**src/rtl/instr_sequencer.sv**
```systemverilog
// Instruction sequencer: a multi-cycle control FSM that steps one instruction
// through fetch, decode, execute, optional data-memory access and writeback.
// It produces the stage enables, the branch PC load, sticky status flags and
// a count of retired instructions. Data-memory waits are bounded: a LOAD or
// STORE that sees no mem_ready for MEM_TIMEOUT cycles halts with mem_error.
module instr_sequencer #(
    parameter int MEM_TIMEOUT = 15
) (
    input  logic        clk,
    input  logic        reset,
    input  logic        run,
    input  logic [2:0]  opclass,
    input  logic        branch_taken,
    input  logic        mem_ready,
    output logic        en_ProgMem,
    output logic        en_Fetch,
    output logic        en_Decode,
    output logic        en_Execute,
    output logic        en_Mem,
    output logic        en_Writeback,
    output logic        pc_load,
    output logic [2:0]  state,
    output logic        halted,
    output logic        illegal_op,
    output logic        mem_error,
    output logic [15:0] instr_count
);

    typedef enum logic [2:0] {
        S_IDLE      = 3'd0,
        S_FETCH     = 3'd1,
        S_DECODE    = 3'd2,
        S_EXECUTE   = 3'd3,
        S_MEM       = 3'd4,
        S_WRITEBACK = 3'd5,
        S_HALT      = 3'd6,
        S_BAD       = 3'd7
    } state_t;

    localparam logic [2:0] OP_ALU    = 3'd0;
    localparam logic [2:0] OP_LOAD   = 3'd1;
    localparam logic [2:0] OP_STORE  = 3'd2;
    localparam logic [2:0] OP_BRANCH = 3'd3;
    localparam logic [2:0] OP_HALT   = 3'd4;

    // Wait-counter value seen on the last MEM cycle that may still stall.
    localparam logic [3:0] WAIT_LAST = 4'(MEM_TIMEOUT - 1);

    state_t      state_reg, state_next;
    logic [2:0]  op_reg, op_next;
    logic [3:0]  wait_reg, wait_next;
    logic [15:0] count_reg;
    logic        illegal_reg, mem_error_reg;
    logic        retire, set_illegal, set_mem_error;

    // Next-state and event decode from present state, latched op and inputs.
    always_comb begin
        state_next    = state_reg;
        op_next       = op_reg;
        wait_next     = wait_reg;
        retire        = 1'b0;
        set_illegal   = 1'b0;
        set_mem_error = 1'b0;
        case (state_reg)
            S_IDLE: begin
                if (run) state_next = S_FETCH;
            end
            S_FETCH: begin
                state_next = S_DECODE;
            end
            S_DECODE: begin
                op_next = opclass;
                if (opclass <= OP_BRANCH) begin
                    state_next = S_EXECUTE;
                end else if (opclass == OP_HALT) begin
                    state_next = S_HALT;
                end else begin
                    state_next  = S_HALT;
                    set_illegal = 1'b1;
                end
            end
            S_EXECUTE: begin
                case (op_reg)
                    OP_ALU: state_next = S_WRITEBACK;
                    OP_LOAD, OP_STORE: begin
                        state_next = S_MEM;
                        wait_next  = 4'd0;
                    end
                    OP_BRANCH: begin
                        state_next = S_FETCH;
                        retire     = 1'b1;
                    end
                    default: begin
                        // Unreachable: only classes 0-3 enter EXECUTE.
                        state_next  = S_HALT;
                        set_illegal = 1'b1;
                    end
                endcase
            end
            S_MEM: begin
                // Completion wins over timeout when both happen together.
                if (mem_ready) begin
                    if (op_reg == OP_LOAD) begin
                        state_next = S_WRITEBACK;
                    end else begin
                        state_next = S_FETCH;
                        retire     = 1'b1;
                    end
                end else if (wait_reg == WAIT_LAST) begin
                    state_next    = S_HALT;
                    set_mem_error = 1'b1;
                end else begin
                    wait_next = wait_reg + 4'd1;
                end
            end
            S_WRITEBACK: begin
                state_next = S_FETCH;
                retire     = 1'b1;
            end
            S_HALT: begin
                state_next = S_HALT;
            end
            default: begin
                // Corrupted state code: park in HALT and flag it.
                state_next  = S_HALT;
                set_illegal = 1'b1;
            end
        endcase
    end

    // State, latched op, wait counter, retire counter and sticky flags.
    always_ff @(posedge clk) begin
        if (reset) begin
            state_reg     <= S_IDLE;
            op_reg        <= 3'd0;
            wait_reg      <= 4'd0;
            count_reg     <= 16'd0;
            illegal_reg   <= 1'b0;
            mem_error_reg <= 1'b0;
        end else begin
            state_reg <= state_next;
            op_reg    <= op_next;
            wait_reg  <= wait_next;
            if (retire)        count_reg     <= count_reg + 16'd1;
            if (set_illegal)   illegal_reg   <= 1'b1;
            if (set_mem_error) mem_error_reg <= 1'b1;
        end
    end

    // Stage enables: bit gi is high while the present state is code gi+1.
    logic [4:0] stage_en;
    for (genvar gi = 0; gi < 5; gi++) begin : g_stage
        assign stage_en[gi] = (3'(state_reg) == 3'(gi + 1));
    end

    assign en_Fetch     = stage_en[0];
    assign en_Decode    = stage_en[1];
    assign en_Execute   = stage_en[2];
    assign en_Mem       = stage_en[3];
    assign en_Writeback = stage_en[4];

    // Program memory is read ahead whenever the next cycle is a fetch.
    assign en_ProgMem  = (state_next == S_FETCH);
    assign pc_load     = (state_reg == S_EXECUTE) && (op_reg == OP_BRANCH) && branch_taken;
    assign state       = state_reg;
    assign halted      = (state_reg == S_HALT);
    assign illegal_op  = illegal_reg;
    assign mem_error   = mem_error_reg;
    assign instr_count = count_reg;

endmodule

```
**config.mk**
```make
export PLATFORM = sky130hd
export DESIGN_NAME = instr_sequencer
export DESIGN_NICKNAME = d
export VERILOG_FILES = /design/src/rtl/instr_sequencer.sv
export SDC_FILE = /design/constraint.sdc
export NUM_CORES = 1
export LEC_CHECK = 0
export CORE_UTILIZATION = 46
export CTS_BUF_LIST = sky130_fd_sc_hd__clkbuf_4 sky130_fd_sc_hd__clkbuf_8
export CTS_CLUSTER_SIZE = 10
export DETAILED_ROUTE_END_ITERATION = 12
export MAX_ROUTING_LAYER = met4
export PLACE_DENSITY = 0.78
export RECOVER_POWER = 50
export SYNTH_ARGS = -nofsm -noshare
export SYNTH_HDL_FRONTEND = slang
export SYNTH_SLANG_ARGS = --single-unit
```
**constraint.sdc**
```tcl
create_clock -name clk -period 1.8 [get_ports clk]
set_input_delay 0.27 -clock clk [delete_from_list [all_inputs] [get_ports clk]]
set_output_delay 0.27 -clock clk [all_outputs]
set_load 0.02 [all_outputs]
```
# Yosys cells after proc, flatten, opt, wreduce, memory -nomap -nowiden

Index checks and enable logic that the tools add are counted.

Reductions and logical operators: 9
Equality and inequality tests: 15
Bitwise operators: 0
Divide/modulo/power cells: 0
Muxes and demuxes: 22
Multipliers: 0
Shift operators: 0
Add/sub/neg operators: 2
$lt $le $gt $ge: 1

Operators with widths:

| cell                                                   | count |
|---|---|
| one-hot mux 3 bit (6 select lines)                     | 1 |
| adder 16 x 1 -> 16 bit (second input constant)         | 1 |
| two-way mux 3 bit                                      | 5 |
| == test 3 x 2 -> 1 bit (second input constant)         | 4 |
| == test 3 bit (second input constant)                  | 4 |
| two-way mux 4 bit                                      | 3 |
| == test 3 x 1 -> 1 bit (second input constant)         | 3 |
| two-way mux 1 bit                                      | 9 |
| one-hot mux 3 bit (3 select lines)                     | 1 |
| one-hot mux 4 bit (2 select lines)                     | 1 |
| logical NOT 3 bit                                      | 2 |
| one-hot mux 1 bit (3 select lines)                     | 2 |
| OR reduction 5 bit                                     | 1 |
| adder 4 x 1 -> 4 bit (second input constant)           | 1 |
| == test 4 bit (second input constant)                  | 1 |
| inequality test 2 bit (second input constant)          | 2 |
| AND reduction 4 bit                                    | 1 |
| OR reduction 4 bit                                     | 1 |
| <= comparator 3 x 2 -> 1 bit (second input constant)   | 1 |
| logical AND 1 bit                                      | 2 |
| inequality test 2 x 1 -> 1 bit (second input constant) | 1 |
| nonzero test 2 bit                                     | 1 |
| OR reduction 2 bit                                     | 1 |

Bits in read-only memories: 0
Word-level logic and storage cells: 55
Input port bits: 8
Output and inout bits: 29
Latch bits: 0
Register bits after elaboration: 28
Bits in writable memories: 0
Memories: 0

# Logic depth before layout (Yosys ltp)

Gate-level depths: netlist of the first run.

Depth after elaboration: 5
Gate-level depth with buffers: 8
Mapped depth without buffers: 6

# Worst setup path after synthesis of the first run

OpenSTA, ideal clock, no wires.

Kind: register -> register
Start point: reg state_reg[1] (netlist: state[1])
End point: reg count_reg[7] (netlist: instr_count[7])
Clock period less this slack: 1.982 ns
Library setup time: 0.123 ns
Arrival time: 1.858 ns
Required time: 1.677 ns
Path slack: -0.182 ns
Buffers on the path: 3
Stages on the path, launching flop included: 8
Cells stage by stage: dfxtp_1 buf_2 nand2b_1 o32a_1 buf_2 buf_2 nor3b_1 mux2_1

Word-level cells in the longest chain between the ends: 2
Elaborated cells on any way between the ends: 4
Classes of those cells: eq/ne (3); mux (1)

RTL lines:

| item                                                           | line | source |
|---|---|---|
| from (decl)                                                    | 49   | `state_t state_reg, state_next;` |
| from (signal assigned)                                         | 141  | `state_reg <= state_next;` |
| == test 3 bit / == test 3 x 2 -> 1 bit (equally long branches) | 64   | `case (state_reg)` |
| one-hot mux 1 bit (3 select lines) *                           | 64   |  |
| to (signal assigned)                                           | 144  | `if (retire) count_reg <= count_reg + 16'd1;` |
| to (decl)                                                      | 52   | `logic [15:0] count_reg;` |

Mark *: on every way between the ends. The rest lies on a longest branch, timed or not.
A chain may end at the register's enable or synchronous reset.

# Worst setup path after layout of the first run

Start point: reg wait_reg[0]
End point: out en_ProgMem

Word-level cells in the longest chain between the ends: 5

RTL lines:

| item                               | line | source |
|---|---|---|
| from (decl)                        | 51   | `logic [3:0] wait_reg, wait_next;` |
| from (signal assigned)             | 143  | `wait_reg <= wait_next;` |
| == test 4 bit                      | 109  | `end else if (wait_reg == WAIT_LAST) begin` |
| two-way mux 3 bit                  | 109  |  |
| two-way mux 3 bit                  | 102  | `if (mem_ready) begin` |
| one-hot mux 3 bit (6 select lines) | 64   |  |
| == test 3 x 1 -> 1 bit             | 163  | `assign en_ProgMem = (state_next == S_FETCH);` |
| to (decl)                          | 15   | `output logic en_ProgMem,` |

No other way between the ends.

==> results of run 1 <==
==> kinds of logic after synthesis <==
kind of cell / Yosys count
AND/OR/NAND/NOR: 79
multiplexers: 6
adder cells (fa/ha/maj): 3
AO/OA/AOI/OAI: 46
buffers and inverters: 19
flip-flops: 28
XOR/XNOR: 2
==> final timing paths <==
check	to	start	slack, ns
max	en_ProgMem	wait_reg[0]	-0.20
min	mem_error	mem_error	0.49
max reg2reg	instr_count[12]	state[0]	-0.08
min reg2reg	mem_error	mem_error	0.49
==> metal layers <==
layer  share of wire, %  GRT usage, %
met5                  0             -
met2                 53          47.8
met4                3.6          10.3
met1                 39          28.4
met3                4.0          3.25
==> repair_timing <==
action / in CTS / in global routing
cloned: 0 / 2
endpoints found under the setup margin: 21 / 21
gates resized for setup: 32 / 56
setup buffers: 0 / 4
pin swaps: 4 / 24
==> worst register-to-register path, cell delays in order, from the launching register on <==
cell	delay, ns
dfxtp_4	0.42
buf_6	0.13
nor2_4	0.03
o32a_1	0.44
buf_12	0.18
or4_4	0.48
a21oi_2	0.15
==> area by class of cell <==
cell class,count,share of cell area (%)
clock buffers,3,0.883
clock inverters,1,0.147
inverters,8,1.18
multi-input cells,136,46.0
flip-flops and latches,28,22.8
well taps,44,2.16
repair buffers,73,26.9
==> through the flow <==
step | hold slack, ns | instances
detailed placement | 0.464 | 283
CTS | 0.497 | 287
finish | 0.493 | 293
floorplan | 0.417 | 183
global placement | 0.454 | 283
global route | 0.520 | 293
==> report_power, final <==
group / switching (mW) / total, mW / internal [mW]
Combinational: 0.373 / 0.756 / 0.383
Sequential: 0.0584 / 0.720 / 0.661
Clock: 0.187 / 0.268 / 0.0816
==> cell usage in the layout, fill, tap and decap left out, types with 3 or more instances in the layout <==
cell type	instances
a21oi_1	7
a21oi_2	10
and3_1	6
buf_4	30
buf_6	4
clkbuf_4	3
clkdlybuf4s50_1	28
dfxtp_1	18
dfxtp_2	7
dfxtp_4	3
dlygate4sd2_1	4
inv_1	7
mux2i_1	3
nand2_1	6
nand2b_1	4
nand3_1	4
nand4_1	5
nor2_1	15
nor2b_1	5
o21ai_1	4
o31ai_1	3
o31ai_2	6
or3_4	5
or4_4	9
==> metrics.txt, run 1 <==
CTS H-Tree Depth=1; relative slew slack=71.0%; post-synth top area share=36.3%; routed len/inst=18.4 um; vias in the first global route=1,582; Cell Chain, Critical Path=inv_2 -> ha_4 -> nand3_2 -> or3_4 -> a21oi_4 -> a211oi_2 -> buf_4; worst setup margin=-0.204 ns; Period minus WS final=2.00 ns; fillers=202; Final Cell Area=0.00255 mm^2; CP bufs+invs=2; Core Util, Final=81.6%; nets@finish=261; synthesis-to-finish area growth=65.4%; crit-path max FO=2; top_reg_cell synth=dfxtp_1; post-synthesis cell area=0.00154 mm^2; Clock Tree Root=clkbuf_4; Detailed Route Iter0 Violations=90; gr ovfl total=0; Synth Area in XOR/XNOR=1.62%; critical path's largest stage delay=0.39 ns; Synth Area in Compound Gates=20.4%; top cells by count, synth=28 x dfxtp_1, 18 x a21oi_1, 17 x nor2_1; syn_nets=194; Worst-Margin Slew=0.434 ns; Ys Warns=0; number of max-cap violations=0; Sequential Area=581 um^2; die area=0.00359 mm^2; status=finished, violations left; footprint of the multi-input gates=0.00117 mm^2; Die H=59.9 um; Initial Utilization=49.3%; routability cong.=0.890; flops & latches, synth=28; Worst Setup Path Type=reg -> out; Area after DPL=0.00217 mm^2; final hold vios=0; RSZ-0062 raised after global routing=true; clk_lat worst skew=roughly 0.34 ns; largest net degree at the start of global routing=26; worst endpoint required time=roughly 1.5 ns; post-synthesis cell type count=between 40 and 50; critical path endpoint category=output port; power per cell area=683 mW/mm^2; Die W=59.9 um; Data arrival, critical path=1.73 ns; # setup viols final=15; CP startpoint kind=register; drt drc=0; part of the cycle the worst path needs=111%; drt first pass iters=4; slowest CP cell=or3_4; via/cell ratio=5.98; cell taking the most area after synthesis=dfxtp_1; Hold Buf Count CTS=0; largest family of logic cells by synthesized area=simple AND/OR/NAND/NOR gates; max FFs per register=16; CORE AREA=0.00313 mm^2; VDD IR max=326 uV; Final Power=1.74 mW; antenna violations before repair=0; CTS tree=built; PortBufs=36; Bufs on Longest Clock Path=2; CP Depth=7; pre-CTS setup slack=-0.507 ns; Clk pin slew, worst setup/hold paths=0.15 ns; post-synthesis mux area share=4.06%; HPWL after DPL=about 3200 um; failing checks=negative setup slack; n_diodes=0; adder-cell share of the synthesized area=2.43%; ranking of synthesized cells by area=dfxtp_1 36%, a21oi_1 5.8%, o31ai_1 5.4%, or4_1 4.9%, nor2_1 4.1%; first-pass GRT wire length=6910 um; Syn Area/Cell=8.43 um^2; Post-Route Setup TNS=-0.989 ns; Slew Viols, Final=0; simple-gate area share of the yosys netlist=29.8%; vias=between 1.5k and 2k; Post-Synthesis Cells=~180; number of flops mapped to enable cells by yosys=0; post-synthesis sequential area ratio=between 30% and 40%; Worst Clk Skew=0.0130 ns; CP delay by family, top=simple AND/OR/NAND/NOR gates; LEAKAGE=0.938 nW; Worst R2R Path Depth=6; top-count cell post-synth=dfxtp_1; FP Rows=20; CTS Buf Count=3; worst hold stages=2; asr flop ratio synth=0%; antenna-violating nets left=0; clock sinks=28; # IOs=37; hold crit path type=reg -> reg; Max Freq=around 500 MHz; routed wire length=5390 um; GRT Util Overall=26.1%; proportion of layout cells with a drive suffix above 1=43.0%
(Power assumes the default switching activity.)
==> run 2: changes to the inputs <==
- REMOVE_ABC_BUFFERS: unset -> 1
==> metrics.txt, run 2 (synthesis results as in run 1) <==
Area after DPL=0.00220 mm^2; CORE AREA=0.00313 mm^2; slowest CP cell=dfxtp_2; Die H=around 60 um; hold crit path type=reg -> reg; Post-Route Setup TNS=-1.13 ns; n_diodes=0; Worst Clk Skew=0.00638 ns; Clk pin slew, worst setup/hold paths=about 0.15 ns; final hold vios=0; die area=0.00359 mm^2; placed cell count=roughly 290; power per cell area=701 mW/mm^2; vias in the first global route=1,609; Min Hold Slack=0.496 ns; routability cong.=0.865; Final Cell Area=approximately 0.0024 mm^2; Die W=59.9 um; first-pass GRT wire length=6930 um; drt first pass iters=4; most frequent cells in the layout=33 x buf_4, 25 x clkdlybuf4s50_1, 19 x dfxtp_1; via/cell ratio=5.78; CTS tree=built; Post-Layout Cell Count=298; routed wire length=4750 um; # setup viols final=15; Cell Chain, Critical Path=ha_4 -> nand3_2 -> or3_1 -> a21oi_2 -> a211oi_2 -> buf_4; VDD IR max=394 uV; antenna-violating nets left=0; PortBufs=36; Hold Buf Count CTS=0; worst endpoint required time=1.53 ns; Worst Setup Path Type=reg -> out; LEAKAGE=0.938 nW; Slew Viols, Final=0; synthesis-to-finish area growth=57.4%; part of the cycle the worst path needs=111%; Detailed Route Iter0 Violations=68; Max Freq=between 500 and 600 MHz; Initial Utilization=49.3%; clock sinks=28; drt drc=0; GRT Util Overall=26.4%; antenna violations before repair=0; Clock Tree Root=clkbuf_4; nets@finish=267; CP startpoint kind=register; Worst-Margin Slew=~0.45 ns; relative slew slack=69.9%; FP Rows=20; Data arrival, critical path=1.73 ns; CTS Buf Count=3; vias=1,723; Core Util, Final=between 70% and 80%; commonest non-fill, non-tap cell in the layout=buf_4; largest net degree at the start of global routing=15; Bufs on Longest Clock Path=2; CTS H-Tree Depth=1; # IOs=37; Period minus WS final=2.00 ns; CP bufs+invs=1; status=finished, violations left; worst setup margin=-0.198 ns; routed len/inst=~16 um; proportion of layout cells with a drive suffix above 1=between 30% and 40%; CP delay by family, top=simple AND/OR/NAND/NOR gates; gr ovfl total=0; crit-path max FO=2; number of max-cap violations=0; max FFs per register=16; RSZ-0062 raised after global routing=true; critical path endpoint category=output port; clk_lat worst skew=0.33 ns; failing checks=negative setup slack; critical path's largest stage delay=just under 0.4 ns; HPWL after DPL=3130 um
==> run 2: changes by cell type in the layout (fill, tap and decap cells not counted), sizes merged <==
cell	change
clkdlybuf4s50	-3
clkbuf	-2
dlygate4sd2	+2
dlymetal6s2s	+1
clkinv	-1
buf	+8
==> run 2: path summary, 6_finish.rpt <==
kind / depth (start not counted) / slack, ns / from / end
max: 6 / -0.20 / wait_reg[1] / en_ProgMem
min: 2 / 0.50 / mem_error / mem_error
max reg2reg: 5 / -0.12 / state[1] / wait_reg[3]
min reg2reg: 2 / 0.50 / mem_error / mem_error
==> run 2: per-layer routing <==
metal	up-vias	share of wire [%]	routed length, um	global-route usage [%]
li1	823	-	-	-
met1	832	42	1980	30.3
met2	54	53	2510	46.8
met3	14	2.7	126	2.16
met4	0	2.9	136	11.3
met5	-	0	0	-
==> run 2: final cells by class <==
cell class / instances / area, um^2
inverter: 8 / 30.0
fill: 213 / 699
multi-input combinational: 136 / 1040
sequential: 28 / 579
clock buffer: 3 / 22.5
tap: 44 / 55.1
timing repair buffer: 79 / 702
==> run 2: what timing repair did <==
item	in CTS	in global routing
endpoints found under the setup margin	29	21
hold endpoints to repair	0	0
resized for setup	47	35
pin swaps	1	6
buffers inserted	3	1
==> run 2: worst reg2reg max path, cell delays in order, from the launching register on <==
cell	delay, ns
dfxtp_4	0.40
buf_6	0.12
or3b_4	0.41
a2bb2oi_4	0.16
or4_1	0.53
a221oi_2	0.23
==> run 2: metrics by stage <==
step | power [mW] | setup slack, ns
3_3_place_gp | 1.31 | -0.401
3_5_place_dp | 1.33 | -0.509
5_1_grt | 1.79 | -0.278
4_1_cts | 1.63 | -0.163
6_report | 1.70 | -0.198
2_1_floorplan | 0.989 | -0.267
==> run 2: report_power, final <==
group          switching, mW  internal [mW]
Combinational          0.351          0.377
Clock                  0.179         0.0786
Sequential            0.0559          0.662
Total                  0.586           1.12
==> run 3: changes to the inputs <==
- SKIP_CTS_REPAIR_TIMING: unset -> 1
==> metrics.txt, run 3 (synthesis results as in run 1) <==
status=finished, violations left; failing checks=negative setup slack; worst hold stages=5; Clock Power Share=15.8%; Detailed Route Iter0 Violations=79; Clk pin slew, worst setup/hold paths=approximately 0.14 ns; PortBufs=36; gr ovfl total=0; CTS tree=built; CP delay by family, top=simple AND/OR/NAND/NOR gates; CP bufs+invs=2; largest net degree at the start of global routing=15; antenna-violating nets left=0; clk_lat worst skew=~0.33 ns; part of the cycle the worst path needs=110%; Final Cell Area=0.00240 mm^2; CP startpoint kind=register; max FFs per register=16; Initial Utilization=49.3%; number of max-cap violations=0; Max Freq=roughly 500 MHz; first-pass GRT wire length=roughly 6500 um; proportion of layout cells with a drive suffix above 1=~32%; CTS H-Tree Depth=1; Die W=between 50 and 60 um; RR Startpoint=state[1]; Worst Hold Launch=mem_ready; Cell Chain, Critical Path=inv_1 -> ha_1 -> nand3_1 -> or3_1 -> a21oi_2 -> a211oi_1 -> buf_2; HPWL after DPL=3130 um; commonest non-fill, non-tap cell in the layout=buf_4; Worst-Margin Slew=0.468 ns; RSZ-0062 raised after global routing=true; Min Hold Slack=~0.45 ns; wl on met1=about 1900 um; final hold vios=0; CP Depth=7; slowest CP cell=dfxtp_2; via/cell ratio=5.73; FP Rows=20; # IOs=37; Area after DPL=approximately 0.0022 mm^2; WL met2=2330 um; Net Switching=558 uW; Reg-to-Reg End=wait_reg[3]; Slew Viols, Final=0; worst setup margin=-0.174 ns; critical path endpoint category=output port; power per cell area=690 mW/mm^2; met3 WL=between 100 and 150 um; LEAKAGE=~0.97 nW; routability cong.=0.865; Hold Crit Endpoint=mem_error; Sequential Power Share=43.1%; pre-CTS setup slack=-0.509 ns; # setup viols final=13; synthesis-to-finish area growth=55.5%; Bufs on Longest Clock Path=2; Worst Setup Path Type=reg -> out; relative slew slack=68.7%; VDD IR max=413 uV; GRT Util Overall=around a quarter; drt drc=0; Gate power share=a little over 40%; nets@finish=265; Pint=between 1 and 1.5 mW; most frequent cells in the layout=34 x buf_4, 27 x clkdlybuf4s50_1, 22 x dfxtp_1; r2r setup slk=-0.14 ns; top layer in use=met4; CORE AREA=around 0.0031 mm^2; drt first pass iters=6; Core Util, Final=76.7%; vias in the first global route=1,572; Final Power=roughly 1.7 mW; Period minus WS final=1.97 ns; Worst R2R Path Depth=5; CTS Buf Count=3; routed wire length=4470 um; die area=0.00359 mm^2; routed len/inst=around 15 um; Die H=around 60 um; fillers=around 210; Worst Clk Skew=0.00583 ns; worst endpoint required time=1.53 ns; crit-path max FO=2; antenna violations before repair=0; Clock Tree Root=clkbuf_4; vias=between 1.5k and 2k; Data arrival, critical path=around 1.7 ns; clock sinks=28; critical path's largest stage delay=between 0.3 and 0.4 ns; sw frac=33.7%; n_diodes=0; hold crit path type=in -> reg
[run 3: worst min-delay path, stage by stage]
cell            delay [ns]
dlymetal6s2s_1        0.16
buf_4                 0.16
nor3_1                0.05
nor2_1                0.08
nor2_1                0.04
[run 3: how the worst max path moves through the flow]
stage	startpoint	to	slack (ns)
floorplan	state[0]	instr_count[15]	-0.27
global placement	opclass[2]	en_ProgMem	-0.40
detailed placement	opclass[2]	en_ProgMem	-0.51
CTS	state[1]	en_ProgMem	-0.69
global route	wait_reg[0]	en_ProgMem	-0.31
finish	wait_reg[0]	en_ProgMem	-0.17
[run 3: routing by layer]
layer  global-route usage [%]  up-vias
met5                        -        -
met4                     11.3        0
met3                     2.60        6
met2                     42.9       45
met1                     28.3      826
li1                         -      820
[run 3: area by class of cell]
type                       instances  area (um^2)  area share [%]
timing repair buffer              77          701            29.2
sequential                        28          576            24.0
clock buffer                       3         22.5           0.939
inverter                           8         30.0            1.25
tap                               44         55.1            2.30
multi-input combinational        136         1010            42.3
[run 3: power groups by stage]
stage               combinational (mW)  sequential, mW  clock (mW)
floorplan                        0.242           0.747           0
global placement                 0.591           0.718           0
detailed placement               0.608           0.720           0
CTS                              0.611           0.706       0.266
global route                     0.725           0.721       0.288
finish                           0.680           0.713       0.262
[run 3: metrics by stage]
step                      std cells  TNS, ns
after floorplan                 172    -2.87
after global placement          291    -5.44
after detailed placement        291    -6.49
after CTS                       294    -6.50
after global routing            296    -1.75
final                           296   -0.870
